### config.mk
export PLATFORM = sky130hd
export DESIGN_NAME = trap_sequencer_flat
export DESIGN_NICKNAME = d
export VERILOG_FILES = /design/src/rtl/trap_sequencer_if.sv /design/src/rtl/trap_sequencer.sv /design/src/flat_wrapper.sv
export SDC_FILE = /design/constraint.sdc
export NUM_CORES = 1
export LEC_CHECK = 0
export CORE_UTILIZATION = 41
export DETAILED_ROUTE_END_ITERATION = 8
export MAX_ROUTING_LAYER = met4
export PLACE_DENSITY = 0.85
export SLEW_MARGIN = 20
export SYNTH_ARGS = -nofsm -noshare
export SYNTH_HDL_FRONTEND = slang
export SYNTH_SLANG_ARGS = --single-unit
### constraint.sdc
create_clock -name clk -period 2.5 [get_ports clk]
set_input_delay 0.25 -clock clk [delete_from_list [all_inputs] [get_ports clk]]
set_output_delay 0.25 -clock clk [all_outputs]
set_load 0.02 [all_outputs]
### src/rtl/trap_sequencer_if.sv
// Trap sequencer bus: writeback/CSR/fetch-facing signals of trap_sequencer.
// The surrounding pipeline drives through the master modport, the
// sequencer itself connects through the slave modport.
interface trap_sequencer_if;
  logic        wb_valid;
  logic [31:0] wb_pc;
  logic        wb_exception;
  logic [3:0]  wb_exc_cause;
  logic        wb_mret;
  logic        eip;
  logic        tip;
  logic        sip;
  logic [31:0] trap_vector;
  logic [31:0] mret_vector;
  logic        fetch_ready;
  logic        retired;
  logic        traped;
  logic        interupt;
  logic [3:0]  trap_cause;
  logic [31:0] ecp;
  logic        mret;
  logic        flush;
  logic        redirect_valid;
  logic [31:0] redirect_pc;

  modport master (
    output wb_valid, wb_pc, wb_exception, wb_exc_cause, wb_mret,
    output eip, tip, sip, trap_vector, mret_vector, fetch_ready,
    input  retired, traped, interupt, trap_cause, ecp, mret,
    input  flush, redirect_valid, redirect_pc
  );

  modport slave (
    input  wb_valid, wb_pc, wb_exception, wb_exc_cause, wb_mret,
    input  eip, tip, sip, trap_vector, mret_vector, fetch_ready,
    output retired, traped, interupt, trap_cause, ecp, mret,
    output flush, redirect_valid, redirect_pc
  );
endinterface

### src/rtl/trap_sequencer.sv
// trap_sequencer: selects trap/mret events at writeback, strobes the CSR
// file, flushes the pipeline for FLUSH_CYCLES cycles and hands the new PC
// to fetch over a valid/ready handshake.
// Optional feature: define TRAP_SEQ_VECTORED_EN for vectored interrupt
// targets (mtvec[0]=1 -> base + 4*cause for interrupts).
module trap_sequencer #(
  parameter int FLUSH_CYCLES = 3
) (
  input logic              clk,
  input logic              reset,
  trap_sequencer_if.slave  bus
);

  typedef enum logic [1:0] {IDLE, FLUSH, REDIRECT} state_t;

  localparam logic [3:0] CNT_INIT = 4'(FLUSH_CYCLES - 1);

  state_t      state;
  logic [3:0]  flush_cnt;
  logic        sel_mret;
  logic        trap_evt;
  logic        ret_evt;
  logic        evt_irq;
  logic [3:0]  evt_cause;
  logic [31:0] trap_base;
  logic [31:0] trap_tgt;
  logic        unused_tvec_bits;

  // mtvec mode bits only matter for the vectored build
  assign unused_tvec_bits = ^bus.trap_vector[1:0];

  // Event selection in IDLE: exception beats interrupts (E, S, T), mret last
  always_comb begin
    trap_evt  = 1'b0;
    ret_evt   = 1'b0;
    evt_irq   = 1'b0;
    evt_cause = 4'd0;
    if (state == IDLE && bus.wb_valid && !reset) begin
      if (bus.wb_exception) begin
        trap_evt  = 1'b1;
        evt_cause = bus.wb_exc_cause;
      end else if (bus.eip) begin
        trap_evt  = 1'b1;
        evt_irq   = 1'b1;
        evt_cause = 4'd11;
      end else if (bus.sip) begin
        trap_evt  = 1'b1;
        evt_irq   = 1'b1;
        evt_cause = 4'd3;
      end else if (bus.tip) begin
        trap_evt  = 1'b1;
        evt_irq   = 1'b1;
        evt_cause = 4'd7;
      end else if (bus.wb_mret) begin
        ret_evt   = 1'b1;
      end
    end
  end

  // A trapping instruction does not commit; mret and ordinary ones do
  assign bus.retired = (state == IDLE) && bus.wb_valid && !reset && !trap_evt;

  // Trap target from the live mtvec, so a CSR write during the drain is seen
  always_comb begin
    trap_base = {bus.trap_vector[31:2], 2'b00};
    trap_tgt  = trap_base;
`ifdef TRAP_SEQ_VECTORED_EN
    if (bus.trap_vector[0] && bus.interupt)
      trap_tgt = trap_base + {26'd0, bus.trap_cause, 2'b00};
`endif
  end

  // Sequencer FSM: IDLE -> FLUSH (drain) -> REDIRECT (wait for fetch)
  always_ff @(posedge clk) begin
    if (reset) begin
      state              <= IDLE;
      flush_cnt          <= 4'd0;
      sel_mret           <= 1'b0;
      bus.traped         <= 1'b0;
      bus.mret           <= 1'b0;
      bus.interupt       <= 1'b0;
      bus.trap_cause     <= 4'd0;
      bus.ecp            <= 32'd0;
      bus.flush          <= 1'b0;
      bus.redirect_valid <= 1'b0;
      bus.redirect_pc    <= 32'd0;
    end else begin
      bus.traped <= 1'b0;
      bus.mret   <= 1'b0;
      case (state)
        IDLE: begin
          if (trap_evt) begin
            bus.traped     <= 1'b1;
            bus.interupt   <= evt_irq;
            bus.trap_cause <= evt_cause;
            bus.ecp        <= bus.wb_pc;
            sel_mret       <= 1'b0;
            bus.flush      <= 1'b1;
            flush_cnt      <= CNT_INIT;
            state          <= FLUSH;
          end else if (ret_evt) begin
            bus.mret       <= 1'b1;
            sel_mret       <= 1'b1;
            bus.flush      <= 1'b1;
            flush_cnt      <= CNT_INIT;
            state          <= FLUSH;
          end
        end
        FLUSH: begin
          if (flush_cnt == 4'd0) begin
            bus.flush          <= 1'b0;
            bus.redirect_valid <= 1'b1;
            bus.redirect_pc    <= sel_mret ? bus.mret_vector : trap_tgt;
            state              <= REDIRECT;
          end else begin
            flush_cnt <= flush_cnt - 4'd1;
          end
        end
        REDIRECT: begin
          if (bus.fetch_ready) begin
            bus.redirect_valid <= 1'b0;
            state              <= IDLE;
          end
        end
        default: state <= IDLE;
      endcase
    end
  end

endmodule

### src/flat_wrapper.sv
// flat-port wrapper written by rule: the top's interface ports become plain ports
module trap_sequencer_flat 
#(
  parameter int FLUSH_CYCLES = 3
)
  (clk, reset, bus_wb_valid, bus_wb_pc, bus_wb_exception, bus_wb_exc_cause, bus_wb_mret, bus_eip, bus_tip, bus_sip, bus_trap_vector, bus_mret_vector, bus_fetch_ready, bus_retired, bus_traped, bus_interupt, bus_trap_cause, bus_ecp, bus_mret, bus_flush, bus_redirect_valid, bus_redirect_pc);
  trap_sequencer_if bus_i ();
  input logic clk;
  input logic reset;
  input wire logic [$bits(bus_i.wb_valid)-1:0] bus_wb_valid;
  input wire logic [$bits(bus_i.wb_pc)-1:0] bus_wb_pc;
  input wire logic [$bits(bus_i.wb_exception)-1:0] bus_wb_exception;
  input wire logic [$bits(bus_i.wb_exc_cause)-1:0] bus_wb_exc_cause;
  input wire logic [$bits(bus_i.wb_mret)-1:0] bus_wb_mret;
  input wire logic [$bits(bus_i.eip)-1:0] bus_eip;
  input wire logic [$bits(bus_i.tip)-1:0] bus_tip;
  input wire logic [$bits(bus_i.sip)-1:0] bus_sip;
  input wire logic [$bits(bus_i.trap_vector)-1:0] bus_trap_vector;
  input wire logic [$bits(bus_i.mret_vector)-1:0] bus_mret_vector;
  input wire logic [$bits(bus_i.fetch_ready)-1:0] bus_fetch_ready;
  output wire logic [$bits(bus_i.retired)-1:0] bus_retired;
  output wire logic [$bits(bus_i.traped)-1:0] bus_traped;
  output wire logic [$bits(bus_i.interupt)-1:0] bus_interupt;
  output wire logic [$bits(bus_i.trap_cause)-1:0] bus_trap_cause;
  output wire logic [$bits(bus_i.ecp)-1:0] bus_ecp;
  output wire logic [$bits(bus_i.mret)-1:0] bus_mret;
  output wire logic [$bits(bus_i.flush)-1:0] bus_flush;
  output wire logic [$bits(bus_i.redirect_valid)-1:0] bus_redirect_valid;
  output wire logic [$bits(bus_i.redirect_pc)-1:0] bus_redirect_pc;
  assign bus_i.wb_valid = bus_wb_valid;
  assign bus_i.wb_pc = bus_wb_pc;
  assign bus_i.wb_exception = bus_wb_exception;
  assign bus_i.wb_exc_cause = bus_wb_exc_cause;
  assign bus_i.wb_mret = bus_wb_mret;
  assign bus_i.eip = bus_eip;
  assign bus_i.tip = bus_tip;
  assign bus_i.sip = bus_sip;
  assign bus_i.trap_vector = bus_trap_vector;
  assign bus_i.mret_vector = bus_mret_vector;
  assign bus_i.fetch_ready = bus_fetch_ready;
  assign bus_retired = bus_i.retired;
  assign bus_traped = bus_i.traped;
  assign bus_interupt = bus_i.interupt;
  assign bus_trap_cause = bus_i.trap_cause;
  assign bus_ecp = bus_i.ecp;
  assign bus_mret = bus_i.mret;
  assign bus_flush = bus_i.flush;
  assign bus_redirect_valid = bus_i.redirect_valid;
  assign bus_redirect_pc = bus_i.redirect_pc;
  trap_sequencer #(.FLUSH_CYCLES(FLUSH_CYCLES)) u_core (.clk(clk), .reset(reset), .bus(bus_i));
endmodule
==> results of run 1 <==
==> synth_stat cells (2+ instances only) <==
cell      count
nand3_1       6
o21ai_0       4
nand2_1      41
buf_6         3
o22ai_1       2
nand3b_1     17
a211oi_1     32
nor3_1        2
nor2_1       37
a22o_2        8
buf_2         8
o21a_1        2
dfxtp_1      80
clkbuf_1      6
a31oi_1       2
mux2i_1      31
nor3b_1       3
inv_1         2
a22o_1        8
a21oi_1       8
buf_4         3
==> kinds of logic (layout without fill, tap and decap cells) <==
family          Yosys count  count (layout)  share of synthesized area [%]
simple gates            120             120                           19.5
flops                    80              80                           49.7
compound gates           69              69                           16.1
mux                      31              31                           9.64
buf+inv                  25             206                           4.62
fa+ha+maj                 1               1                          0.389
==> per-layer routing <==
metal / up-vias / track usage, % / part of all wire (%)
met5: - / - / 0
met3: 14 / 8.16 / 10
met2: 155 / 37.6 / 46
met1: 1370 / 25.4 / 41
li1: 1516 / - / -
met4: 0 / 9.54 / 2.1
==> per-stage QoR <==
step	power [mW]	std cells
finish	3.15	606
global route	3.31	606
CTS	3.19	606
detailed placement	2.20	590
global placement	2.19	590
floorplan	1.81	326
==> worst max-delay path, cell delays in order <==
cell and delay [ns]:
clkdlybuf4s50_1 0.45, or4_4 0.55, nor2_1 0.19, clkdlybuf4s50_1 0.64
==> area by class of cell <==
cell class	instances	area share, %
clock buffers	12	2.94
inverters	3	0.213
repair buffers	187	35.3
multi-input cells	221	27.8
clock inverters	4	0.972
flip-flops and latches	80	30.4
well taps	99	2.35
==> sequential cells by signal (all words and copies together), names as in the netlist, 2 cells and up <==
| name | count |
|---|---|
| u_core.bus.redirect_pc | 32 |
| u_core.bus.trap_cause | 4 |
| u_core.state | 2 |
| u_core.bus.ecp | 32 |
| u_core.flush_cnt | 4 |
==> how the worst min path moves through the flow <==
stage / from / endpoint / slack, ns / cells after the start
after floorplan: bus_wb_exception / u_core.bus.interupt$_SDFFE_PP0P_ / 0.35 / 1
after global placement: u_core.bus.redirect_pc[1]$_SDFFE_PP0P_ / u_core.bus.redirect_pc[1]$_SDFFE_PP0P_ / 0.44 / 2
after detailed placement: u_core.bus.redirect_pc[1]$_SDFFE_PP0P_ / u_core.bus.redirect_pc[1]$_SDFFE_PP0P_ / 0.45 / 2
after CTS: reset / u_core.bus.trap_cause[3]$_SDFFE_PP0P_ / 0.29 / 3
after global routing: reset / u_core.bus.trap_cause[3]$_SDFFE_PP0P_ / 0.33 / 3
final: reset / u_core.bus.trap_cause[3]$_SDFFE_PP0P_ / 0.30 / 3
==> where the power goes <==
part / switching, mW / internal (mW) / total [mW] / leakage, nW
Sequential: 0.0680 / 1.37 / 1.44 / 0.656
Combinational: 0.325 / 0.412 / 0.737 / 1.16
Clock: 0.456 / 0.518 / 0.974 / 0.103
Total: 0.849 / 2.30 / 3.15 / 1.92
==> out/qor.log, run 1 <==
[outcome] status finished clean
[sta] final clock skew 0.00730 ns
[floorplan] count of standard-cell rows 31
[sta] maximum achievable frequency 0.430 GHz
[place] quantity of I/O buffers inserted on ports 180
[floorplan] Initial Util 43.5%
[sta] sum of negative setup slack 0 ns
[global_route] largest net degree at the start of global routing 63
[layout] number of nets in the layout 612
[place] total cell area at the placement stage 5070 sq um
[layout] FF/Latch Area 1600 sq um
[power] worst supply voltage drop on vdd 0.000405 V
[global_route] initial antenna violation count 0
[global_route] vias in the first global route 3116
[synth] register bit count reported by yosys 80
[place] HPWL after DPL 6610 um
[sta] max-slew violation total from the final report 0
[clock_tree] setup repair bufs after CTS 0
[synth] dominant cells by area after synthesis dfxtp_1, mux2i_1, a211oi_1
[clock_tree] number of clock buffers inserted by TritonCTS 9
[worst_setup_path] kind of start point of the critical path input pin
[floorplan] area of the die 8210 sq um
[worst_setup_path] reg-to-reg setup timing slack 0.69 ns
[drt] iteration count of the initial detailed-routing pass 4
[sta] final worst-path cycle share 93.1%
[synth] most area-hungry cell type in the Yosys netlist dfxtp_1
[sta] minimum clock period 2.33 ns
[worst_setup_path] startpoint of the lowest-slack register-to-register path u_core.flush_cnt[0]$_SDFFE_PP0P_
[clock_tree] number of clock sinks seen by CTS 80
[synth] area share of the leading cell type in the synthesized netlist 49.7%
[clock_tree] H-tree Lvls 3
[power] power density of the placed cells 597 nW/um^2
[layout] Final Core Density 71.2%
[place] pre-CTS worst setup slack 0.197 ns
[layout] Diodes inserted 0
[synth] syn_area_per_cell 9.88 sq um
[layout] post-layout instance area 5280 sq um
[global_route] wire length of the first global-routing pass 14700 um
[flow_run] max-capacitance violation count 0
[floorplan] overall die width 90.6 um
[sta] count of endpoints failing hold in the final timing report 0
[floorplan] die height 90.6 um
[drt] Via Count 3055
[worst_setup_path] Worst Reg-to-Reg Cells 7
[clock_tree] buffer cell driving the clock tree root clkbuf_8
[worst_setup_path] largest fanout on the critical path 4
[synth] post-synthesis async set-or-reset flop share 0%
[worst_setup_path] critical path startpoint bus_eip
[hold_path] path class of the lowest-slack min-delay path input pin to flop
[worst_setup_path] critical path class input pin to primary output
[power] static power due to leakage 1.92 nW
[clock_tree] latest clock arrival within the worst-skew pair 0.34 ns
[place] routability congestion estimate 0.781
[clock_tree] TritonCTS clock tree built
[clock_tree] clock-pin slew reported for the worst setup and hold paths after clock tree synthesis 0.07 ns
[worst_setup_path] endpoint required time on the critical path 2.25 ns
[layout] Filler Cells Inserted 549
[synth] post-synthesis net count 436
[sta] worst max-slew margin expressed relative to the limit 34.7%
[drt] number of DRC violations after detailed routing 0
[worst_setup_path] crit path to bus_retired
[sta] Slew @ Worst Pin 0.980 ns
[layout] Multi-input gate area 1470 sq um
[sta] Worst Hold Slack 0.296 ns
[sta] setup repair after global routing missed its margin no
[drt] via density per instance 5.04
[global_route] global-route usage over all layers 23.0%
[synth] cells after synthesis 326
[layout] commonest cells after routing, fill and taps aside clkdlybuf4s50_1, dfxtp_1, nand2_1
[synth] count of different cell masters after synthesis 42
[global_route] sum of overflow across all layers after global routing 0
[floorplan] Core Box Area 7410 sq um
[floorplan] I/O Pins 183
[synth] Post-synth top flop dfxtp_1
[worst_setup_path] arrival time at the worst endpoint 2.08 ns
[synth] count of yosys warnings during synthesis 0
[synth] number of enable-type register cells in the synthesized netlist 0
[layout] most frequent standard cell in the layout excluding fill and tap cells clkdlybuf4s50_1
[layout] proportion of layout cells with a drive suffix above 1 8.48%
[synth] summed instance area of the synthesized netlist 3220 sq um
[clock_tree] CTS resizes 0
[clock_tree] number of hold buffers added after CTS 0
[drt] per-cell routed wire length 14.8 um
[clock_tree] largest buffer count on any clock path 2
[drt] remaining antenna violation count after routing 0
[drt] number of DRC markers in iteration 0 89
[drt] wire length reported by the detailed router 8970 um
[synth] proportion of synthesized chip area in sequential cells 49.7%
[sta] smallest setup slack after layout 0.173 ns
[worst_setup_path] worst reg2reg endpoint u_core.bus.redirect_pc[21]$_SDFFE_PP0P_
[sta] count of endpoints failing setup in the final report 0
[worst_setup_path] category of the worst setup path capture point primary output
[layout] Layout Area Growth over Synthesis 63.9%
Note: power is estimated with default switching activity, not from simulation.
==> run 2, diff against run 1 <==
--- a/config.mk
+++ b/config.mk
@@ -5,10 +5,12 @@
 export SDC_FILE = /design/constraint.sdc
 export NUM_CORES = 1
 export LEC_CHECK = 0
+export CAP_MARGIN = 20
 export CORE_UTILIZATION = 41
 export DETAILED_ROUTE_END_ITERATION = 8
 export MAX_ROUTING_LAYER = met4
 export PLACE_DENSITY = 0.85
+export RECOVER_POWER = 25
 export SLEW_MARGIN = 20
 export SYNTH_ARGS = -nofsm -noshare
 export SYNTH_HDL_FRONTEND = slang
==> run 2 against run 1 <==
  * Register-to-register slack worse by 0.06 ns
  * Final cell count stayed put
  * Sequential power hardly changed
  * Via count is 0.39% higher
  * Setup slack better by 0.014 ns
  * Cell area is 0.19% lower
  * Clock skew hardly changed
  * Power is 0.60% lower
  * Sequential cell count stayed put
  * Highest routed layer unchanged
==> out/qor.log, run 2 (synthesized netlist as in run 1, its figures left out) <==
[clock_tree] largest buffer count on any clock path 2
[clock_tree] TritonCTS clock tree built
[worst_setup_path] crit-path leading delay family buffers and inverters
[global_route] initial antenna violation count 0
[floorplan] die height 90.6 um
[clock_tree] H-tree Lvls 3
[clock_tree] latest clock arrival within the worst-skew pair 0.34 ns
[layout] registers with the most flip-flops u_core.bus.ecp: 32 flops, u_core.bus.redirect_pc: 32 flops
[worst_setup_path] endpoint required time on the critical path 2.25 ns
[worst_setup_path] startpoint of the lowest-slack register-to-register path u_core.flush_cnt[0]$_SDFFE_PP0P_
[sta] count of endpoints failing hold in the final timing report 0
[sta] final worst-path cycle share 92.5%
[sta] Slew @ Worst Pin 0.979 ns
[layout] number of nets in the layout 612
[layout] Filler Cells Inserted 547
[sta] worst max-slew margin expressed relative to the limit 34.8%
[sta] maximum achievable frequency 0.432 GHz
[worst_setup_path] arrival time at the worst endpoint 2.06 ns
[drt] Via Count 3067
[worst_setup_path] reg-to-reg setup timing slack 0.63 ns
[outcome] status finished clean
[worst_setup_path] Worst Reg-to-Reg Cells 7
[worst_setup_path] ordered list of cells on the worst path clkdlybuf4s50_1 -> or4_4 -> nor2_1 -> clkdlybuf4s50_1
[place] quantity of I/O buffers inserted on ports 180
[floorplan] area of the die 8210 sq um
[global_route] wire length of the first global-routing pass 14700 um
[worst_setup_path] category of the worst setup path capture point primary output
[drt] wire length on met2 4170 um
[worst_setup_path] largest incremental delay on the critical path 0.64 ns
[drt] remaining antenna violation count after routing 0
[place] routability congestion estimate 0.781
[global_route] largest net degree at the start of global routing 63
[hold_path] path class of the lowest-slack min-delay path input pin to flop
[worst_setup_path] worst path buffer plus inverter count 2
[drt] number of DRC violations after detailed routing 0
[floorplan] overall die width 90.6 um
[layout] most frequent standard cell in the layout excluding fill and tap cells clkdlybuf4s50_1
[power] worst supply voltage drop on vdd 0.000404 V
[worst_setup_path] cell mode on critical path clkdlybuf4s50_1
[layout] Diodes inserted 0
[worst_setup_path] largest fanout on the critical path 4
[clock_tree] buffer cell driving the clock tree root clkbuf_8
[drt] per-cell routed wire length 14.8 um
[power] sum of internal, switching and leakage power 3.13 mW
[clock_tree] number of clock sinks seen by CTS 80
[layout] proportion of layout cells with a drive suffix above 1 7.89%
[worst_setup_path] worst reg2reg endpoint u_core.bus.redirect_pc[21]$_SDFFE_PP0P_
[global_route] sum of overflow across all layers after global routing 0
[worst_setup_path] cell with the largest stage delay on the worst path clkdlybuf4s50_1
[drt] number of DRC markers in iteration 0 70
[sta] max-slew violation total from the final report 0
[floorplan] I/O Pins 183
[place] HPWL after DPL 6610 um
[sta] minimum clock period 2.31 ns
[floorplan] Initial Util 43.5%
[sta] count of endpoints failing setup in the final report 0
[worst_setup_path] kind of start point of the critical path input pin
[worst_setup_path] critical path class input pin to primary output
[drt] wire length reported by the detailed router 8980 um
[flow_run] max-capacitance violation count 0
[drt] iteration count of the initial detailed-routing pass 4
[floorplan] Core Box Area 7410 sq um
[clock_tree] setup repair bufs after CTS 0
[global_route] vias in the first global route 3116
[clock_tree] CTS resizes 0
[drt] met3 wire length 946 um
[clock_tree] number of hold buffers added after CTS 0
[worst_setup_path] critical path startpoint bus_eip
[global_route] global-route usage over all layers 23.0%
[clock_tree] clock-pin slew reported for the worst setup and hold paths after clock tree synthesis 0.07 ns
[floorplan] count of standard-cell rows 31
[sta] setup repair after global routing missed its margin no
[drt] met1 layer wirelength in the final routing 3670 um
[sta] final clock skew 0.00722 ns
[drt] via density per instance 5.06
[worst_setup_path] number of stages on the worst setup path 4
[worst_setup_path] crit path to bus_retired
[sta] sum of negative setup slack 0 ns
[power] static power due to leakage 2.01 nW
[clock_tree] number of clock buffers inserted by TritonCTS 9
[layout] Layout Area Growth over Synthesis 63.5%
[drt] top sig layer met4
[power] power density of the placed cells 595 nW/um^2
[layout] commonest cells after routing, fill and taps aside clkdlybuf4s50_1, dfxtp_1, nand2_1
-- run 2: final cells by class --
class | count | area, sq um | area share [%]
timing repair buffer | 187 | 1860 | 35.3
sequential | 80 | 1600 | 30.4
multi-input combinational | 221 | 1460 | 27.8
clock buffer | 12 | 155 | 2.95
tap | 99 | 124 | 2.35
clock inverter | 4 | 51.3 | 0.974
inverter | 3 | 11.3 | 0.214
-- run 2: power by group --
part | switching (mW) | internal, mW
Combinational | 0.325 | 0.395
Sequential | 0.0660 | 1.37
Clock | 0.457 | 0.519
-- run 2: worst reg2reg max path, cell delays in order, from the launching register on --
cell and delay [ns]:
dfxtp_1 0.33, inv_1 0.07, ha_1 0.19, or3b_1 0.45, nor2_4 0.16, buf_12 0.25, nor2_1 0.07, a211oi_1 0.25
-- run 2: worst min-delay path by stage --
stage | start | end | cells past startpoint
4_1_cts | reset | u_core.bus.trap_cause[3]$_SDFFE_PP0P_ | 3
2_1_floorplan | bus_wb_exception | u_core.bus.interupt$_SDFFE_PP0P_ | 1
5_1_grt | reset | u_core.bus.trap_cause[3]$_SDFFE_PP0P_ | 3
3_5_place_dp | u_core.bus.redirect_pc[1]$_SDFFE_PP0P_ | u_core.bus.redirect_pc[1]$_SDFFE_PP0P_ | 2
3_3_place_gp | u_core.bus.redirect_pc[1]$_SDFFE_PP0P_ | u_core.bus.redirect_pc[1]$_SDFFE_PP0P_ | 2
6_report | reset | u_core.bus.trap_cause[3]$_SDFFE_PP0P_ | 3
-- run 2: layer usage --
metal	up-vias	track usage [%]
li1	1519	-
met1	1376	25.4
met2	156	37.6
met3	16	8.16
met4	0	9.54
met5	-	-
-- run 2: stage by stage --
step / utilization (%) / cell area (sq um) / std cells / hold WS, ns / setup slack (ns)
finish: 71.1 / 5270 / 606 / 0.298 / 0.187
global route: 71.1 / 5270 / 606 / 0.328 / 0.0668
CTS: 71.2 / 5280 / 606 / 0.290 / 0.162
detailed placement: 68.4 / 5070 / 590 / 0.449 / 0.197
floorplan: - / 3220 / 326 / 0.347 / 0.904
global placement: 68.4 / 5070 / 590 / 0.439 / 0.172
